$ cat src/rtl/reg_file_sb.sv
// Parametrised register file: two bypassed read ports, ALU and load-return write ports,
// and a per-register busy scoreboard that raises stall on reads of pending load targets.
module reg_file_sb #(
   parameter int unsigned DATA_W   = 16,
   parameter int unsigned REG_N    = 8,
   parameter int unsigned ADDR_W   = $clog2(REG_N),
   parameter int unsigned ZERO_REG = 0,
   localparam int unsigned CNT_W   = $clog2(REG_N + 1)
) (
   input  logic              clk,
   input  logic              rst,
   input  logic [ADDR_W-1:0] raddr1,
   input  logic [ADDR_W-1:0] raddr2,
   input  logic              ren1,
   input  logic              ren2,
   output logic [DATA_W-1:0] rdata1,
   output logic [DATA_W-1:0] rdata2,
   output logic              rbusy1,
   output logic              rbusy2,
   output logic              stall,
   input  logic              we,
   input  logic [ADDR_W-1:0] waddr,
   input  logic [DATA_W-1:0] wdata,
   input  logic              rsv_valid,
   input  logic [ADDR_W-1:0] rsv_addr,
   input  logic              ld_valid,
   input  logic [ADDR_W-1:0] ld_addr,
   input  logic [DATA_W-1:0] ld_data,
   output logic              rsv_err,
   output logic [CNT_W-1:0]  pending_cnt
);

   logic [DATA_W-1:0] regs [REG_N];
   logic [REG_N-1:0]  busy;
   logic [REG_N-1:0]  busy_nxt;
   logic [REG_N-1:0]  ld_hot;
   logic [REG_N-1:0]  rsv_hot;
   logic              we_eff;
   logic              ld_eff;
   logic              rsv_eff;
   logic              rsv_err_nxt;

   function automatic logic is_zero(input logic [ADDR_W-1:0] a);
      return (ZERO_REG != 0) && (a == '0);
   endfunction

   // Load return has priority over the ALU port, matching the write order below.
   function automatic logic [DATA_W-1:0] read_port(input logic [ADDR_W-1:0] a);
      logic [DATA_W-1:0] d;
      d = regs[a];
      if (we_eff && (waddr == a))   d = wdata;
      if (ld_eff && (ld_addr == a)) d = ld_data;
      if (is_zero(a))               d = '0;
      return d;
   endfunction

   always_comb begin
      we_eff  = we & ~is_zero(waddr);
      ld_eff  = ld_valid & ~is_zero(ld_addr);
      rsv_eff = rsv_valid & ~is_zero(rsv_addr);
      ld_hot  = ld_eff ? (REG_N'(1) << ld_addr) : '0;
      rsv_hot = rsv_eff ? (REG_N'(1) << rsv_addr) : '0;
      // A same-cycle return and reservation leaves the register busy for the new load.
      busy_nxt    = (busy & ~ld_hot) | rsv_hot;
      rsv_err_nxt = rsv_eff & busy[rsv_addr] & ~ld_hot[rsv_addr];
   end

   always_comb begin
      rdata1 = read_port(raddr1);
      rdata2 = read_port(raddr2);
      rbusy1 = busy[raddr1] & ~ld_hot[raddr1] & ~is_zero(raddr1);
      rbusy2 = busy[raddr2] & ~ld_hot[raddr2] & ~is_zero(raddr2);
      stall  = (ren1 & rbusy1) | (ren2 & rbusy2);
   end

   always_ff @(posedge clk) begin
      if (!rst) begin
         regs        <= '{default: '0};
         busy        <= '0;
         rsv_err     <= 1'b0;
         pending_cnt <= '0;
      end else begin
         if (we_eff) regs[waddr]   <= wdata;
         if (ld_eff) regs[ld_addr] <= ld_data;
         busy        <= busy_nxt;
         rsv_err     <= rsv_err_nxt;
         pending_cnt <= CNT_W'($countones(busy_nxt));
      end
   end

endmodule

$ cat config.mk
export PLATFORM = sky130hd
export DESIGN_NAME = reg_file_sb
export DESIGN_NICKNAME = d
export VERILOG_FILES = /design/src/rtl/reg_file_sb.sv
export SDC_FILE = /design/constraint.sdc
export NUM_CORES = 1
export LEC_CHECK = 0
export CAP_MARGIN = 20
export CORE_UTILIZATION = 25
export CTS_CLUSTER_SIZE = 10
export DETAILED_ROUTE_END_ITERATION = 16
export PLACE_DENSITY = 0.44
export REMOVE_ABC_BUFFERS = 1
export SYNTH_ARGS = -nofsm -noshare
export SYNTH_HDL_FRONTEND = slang
export SYNTH_SLANG_ARGS = --single-unit
$ cat constraint.sdc
create_clock -name clk -period 4.7 [get_ports clk]
set_input_delay 1.41 -clock clk [delete_from_list [all_inputs] [get_ports clk]]
set_output_delay 1.41 -clock clk [all_outputs]
set_load 0.05 [all_outputs]
Word-level counts from Yosys, hierarchy flattened
Cells that the tools add are included.
{ "classes": {"add_sub_neg": 7, "order_cmp": 9, "n_eq_ne": 4, "n_shift": 2, "muxes": 33, "bitwise": 17, "n_reduce_logical": 6} }
{ "ops": {"columns": ["cell", "count"], "rows": [
  ["$mux W128", 3],
  ["$bwmux W128", 2],
  ["$mux W16", 10],
  ["$bmux W16 S3", 2],
  ["$demux W16 S3", 2],
  ["$bmux W1 S3", 6],
  ["$ge A4 B4 Y1 const B", 4],
  ["$mux W8", 2],
  ["$not A3 Y4", 4],
  ["$shl A1 B3 Y8 const A", 2],
  ["$eq A3 B3 Y1", 4],
  ["$lt A3 B4 Y1 const B", 3],
  ["$add A1 B1 Y2", 4],
  ["$and A8 B8 Y8", 1],
  ["$lt A4 B1 Y1 const B", 2],
  ["$not A8 Y8", 1],
  ["$or A8 B8 Y8", 1],
  ["$add A2 B2 Y3", 2],
  ["$and A1 B1 Y1", 6],
  ["$logic_and A1 B1 Y1", 6],
  ["$mux W1", 6],
  ["$add A3 B3 Y4", 1],
  ["$not A1 Y1", 3],
  ["$or A1 B1 Y1", 1]
]} }
{ "totals": {"regBits": 141, "inputBits": 54} }

Depth between registers and ports, before layout
{ "depth": {"ltp_word": 10, "depth_mapped": 15, "depth_no_buf": 13} }

Worst setup path before layout
No wires, ideal clock.
{ "synth_path": {"path_kind": "input port to output port", "startpoint": "in raddr2[1]", "endpoint": "out rdata2[10]", "arrival_ns": 3.521, "path_slack_ns": -0.231, "path_stages": 8, "path_buffers": 3, "cell_sequence": "buf_4 > buf_4 > xnor2_1 > nand4_1 > buf_2 > nand2_1 > o21ai_0 > o21ai_0"} }
{ "synth_between": {"elab_chain_cells": 6, "word_cells_on_any_way": 10} }
{ "synth_lines": {"columns": ["element", "line_no", "text"], "rows": [
  ["from (decl)", "13", "input logic [ADDR_W-1:0] raddr2,"],
  ["$not A3 Y4 (not written as such)", "50", "d = regs[a];"],
  ["$bmux W16 S3", "50", null],
  ["$mux W16 (not written as such) (2 in series)", "50", null],
  ["$mux W16", "51", "if (we_eff && (waddr == a)) d = wdata;"],
  ["$mux W16 *", "52", "if (ld_eff && (ld_addr == a)) d = ld_data;"],
  ["to (decl)", "17", "output logic [DATA_W-1:0] rdata2,"]
]} }
Mark *: on every way between the ends. The rest lies on a longest branch, timed or not. The select of a mux whose other input is x is not followed.

Worst setup path after layout
{ "layout_path": {"startpoint": "in ld_addr[0]", "endpoint": "out stall"} }
{ "layout_between": {"elab_chain_cells": 8, "word_cells_on_any_way": 13} }
{ "layout_lines": {"columns": ["element", "line_no", "text"], "rows": [
  ["from (decl)", "27", "input logic [ADDR_W-1:0] ld_addr,"],
  ["$shl A1 B3 Y8 *", "61", "ld_hot = ld_eff ? (REG_N'(1) << ld_addr) : '0;"],
  ["$mux W8 *", "61", null],
  ["$bmux W1 S3, on equally long branches", "71, 72", null],
  ["$mux W1, on equally long branches", "71, 72", null],
  ["$not A1 Y1, on equally long branches", "71, 72", null],
  ["$and A1 B1 Y1, on equally long branches", "71, 72", null],
  ["$and A1 B1 Y1", "73", "stall = (ren1 & rbusy1) | (ren2 & rbusy2);"],
  ["$or A1 B1 Y1 *", "73", null],
  ["to (decl)", "20", "output logic stall,"]
]} }
Marked as above.

==> results.sh <==
export IMPL_cts_tree="done"
export IMPL_vias_per_cell=4.99
export IMPL_die_w_um=199
export IMPL_wl_per_cell_um=21.3
export IMPL_ys_flop_type="dfxtp_1"
export IMPL_p_leak_nw=6.71
export IMPL_p_per_area_nw_per_um2=295
export IMPL_postLayoutCellArea_um2=12800
export IMPL_worst_r2r_path_depth=12
export IMPL_hp_class="flop to flop"
export IMPL_fin_util=0.337
export IMPL_portBuffers=93
export IMPL_fmax_mhz=216
export IMPL_critPathKind="primary input to output port"
export IMPL_min_from="regs[104]$_SDFF_PN0_"
export IMPL_slew_headroom=0.447
export IMPL_yosysMostFrequentCell="nand2_1"
export IMPL_cts_buffers_inserted=17
export IMPL_use_met2=0.303
export IMPL_placed_cell_area_um2=12000
export IMPL_synth_edff_count=0
export IMPL_dieArea_um2=39800
export IMPL_worstPathArrival_ns=3.22
export IMPL_cts_buffer_depth=2
export IMPL_num_fill_cells=3924
export IMPL_rr_startpoint="busy[0]$_SDFF_PN0_"
export IMPL_hold_path_cell_count=3
export IMPL_syn_inst=1000
export IMPL_synth_area_um2=9750
export IMPL_drtAntennaViolNets=0
export IMPL_fin_hold_ws_ns=0.624
export IMPL_cts_sinks=141
export IMPL_grt_usage=0.179
export IMPL_antennaDiodeCount=0
export IMPL_gp_congestion=0.773
export IMPL_yosys_top_cells_area="dfxtp_1 29%, mux2i_1 17%, mux4_2 15%"
export IMPL_yosysTopAreaCell="dfxtp_1"
export IMPL_use_met3=0.0270
export IMPL_rows=71
export IMPL_synth_cell_types=47
export IMPL_drc=0
export IMPL_synth_mux_area_frac=0.323
export IMPL_start_util=0.256
export IMPL_drt_initial_drc_count=645
export IMPL_syn_avg_cell_area_um2=9.75
export IMPL_status="finished clean"
export IMPL_path_max_fanout=3
export IMPL_finClkSkew_ns=0.00262
export IMPL_drv_cap=0
export IMPL_ioPinCount=94
export IMPL_grt_pass1_wl_um=52200
export IMPL_synth_top_area_frac=0.290
export IMPL_busiest_layer="met2"
export IMPL_synth_simple_gate_area_frac=0.112
export IMPL_netlist_top_cells_count="208 x nand2_1, 162 x mux2i_1, 141 x dfxtp_1, 128 x o211a_1, 67 x mux4_2"
export IMPL_core_area_um2=38000
export IMPL_synth_top_family_by_area="multiplexers"
export IMPL_yosys_warnings=0
export IMPL_wl_um=34300
export IMPL_setup_viol=0
export IMPL_overflow=0
export IMPL_clkTransAtPathRegs_ns=0.06
export IMPL_hold_viol=0
export IMPL_finalMaxSlewViolations=0
export IMPL_crit_start="ld_addr[0]"
export IMPL_grt_util_met1=0.239
export IMPL_cts_root_buf="clkbuf_16"
export IMPL_area_delta_synth_final_pct=31.6
export IMPL_ir_drop_mv=0.252
export IMPL_start_kind="primary input"
export IMPL_vias=8047
export IMPL_layout_nets=1151
export IMPL_htreeDepth=4
export IMPL_clock_latency_ns=0.43
export IMPL_synth_compound_area_frac=0.183
export IMPL_power_total_w=0.00379
export IMPL_first_global_vias=8149
export IMPL_drive_gt1_frac=0.244
export IMPL_finalCriticalPeriod_ns=4.63
export IMPL_synthXorXnorAreaFrac=0.0135
export IMPL_antenna_found_initial=0
export IMPL_reg2reg_slack_ns=1.54
export IMPL_ys_ff_latch=141
export IMPL_tightest_slew_ns=0.826
export IMPL_cp_end_kind="output port"
export IMPL_synth_seq_area_share=0.290
export IMPL_crit_required_ns=3.29
export IMPL_grt_max_degree=66
export IMPL_firstDrtPassIters=5
export IMPL_die_h_um=199
export IMPL_asyncSetResetFlopFracSynth=0
export IMPL_period_share=0.986
export IMPL_synthAdderAreaFrac=0.0121
export IMPL_dpl_hpwl_um=22400
export IMPL_grt_setup_unrepaired="true"
[report_power, final]
part / switching, W / internal (W) / leakage [nW]
Clock: 0.000555 / 0.000944 / 0.304
Combinational: 0.000524 / 0.000467 / 5.25
Sequential: 0.0000425 / 0.00126 / 1.15
[critical path, cell delays in order]
cell,delay (ns)
dlygate4sd2_1,0.27
or4b_4,0.57
buf_12,0.15
nand2_2,0.06
mux4_2,0.26
o22ai_4,0.08
a22o_1,0.27
buf_12,0.15
[flip-flops by register name, summed over array words and instances (netlist names)]
signal / count
busy: 8
pending_cnt: 4
rsv_err: 1
regs: 128
[repair_timing]
item / in CTS / in global routing
setup buffers: 9 / 0
pin swaps: 4 / 3
hold buffers: 0 / 0
endpoints found under the setup margin: 24 / 24
gates cloned: 2 / 0
resized for setup: 24 / 24
[final timing paths]
kind                                                  end
worst max-delay path                                stall
worst max register to register  pending_cnt[2]$_SDFF_PN0_
worst min register to register       regs[104]$_SDFF_PN0_
worst min-delay path                 regs[104]$_SDFF_PN0_
[layout by cell type (no fill, tap or decap), drive strengths merged, types with 5 or more instances in the layout]
cell and count:
xnor2 13, dlygate4sd2 5, and2 5, clkbuf 22, inv 8, nor2b 10
nand2 209, o211a 128, a21oi 5, mux2i 162, o21ai 64, buf 148
clkdlybuf4s50 46, dfxtp 141, mux4 67
[cells by family after synthesis]
group	count (synthesis)
XOR/XNOR	15
AO/OA/AOI/OAI	216
adder cells (fa/ha/maj)	7
buffers and inverters	139
flip-flops	141
multiplexers	231
AND/OR/NAND/NOR	251
[through the flow]
stage | worst slack, ns | setup TNS, ns | std cells
4_1_cts | 0.0121 | 0 | 1614
2_1_floorplan | -0.883 | -29.63 | 869
5_1_grt | -0.0106 | -0.0258 | 1614
3_5_place_dp | -0.534 | -2.57 | 1571
6_report | 0.0666 | 0 | 1614
3_3_place_gp | -0.478 | -2.33 | 1571
[routing by layer]
metal | up-vias | routed length, um
li1 | 3847 | -
met1 | 3992 | 15900
met2 | 182 | 16800
met3 | 26 | 1250
met4 | 0 | 447
met5 | - | 0
[cell type report]
| cell class | count | area [um^2] | area share |
|---|---|---|---|
| clock buffer | 22 | 484 | 0.0377 |
| sequential | 141 | 2820 | 0.220 |
| tap | 511 | 639 | 0.0498 |
| multi-input combinational | 720 | 6370 | 0.497 |
| inverter | 8 | 30.0 | 0.00234 |
| clock inverter | 10 | 160 | 0.0125 |
| timing repair buffer | 202 | 2320 | 0.181 |
No activity file was read; power rests on OpenSTA's default activity.
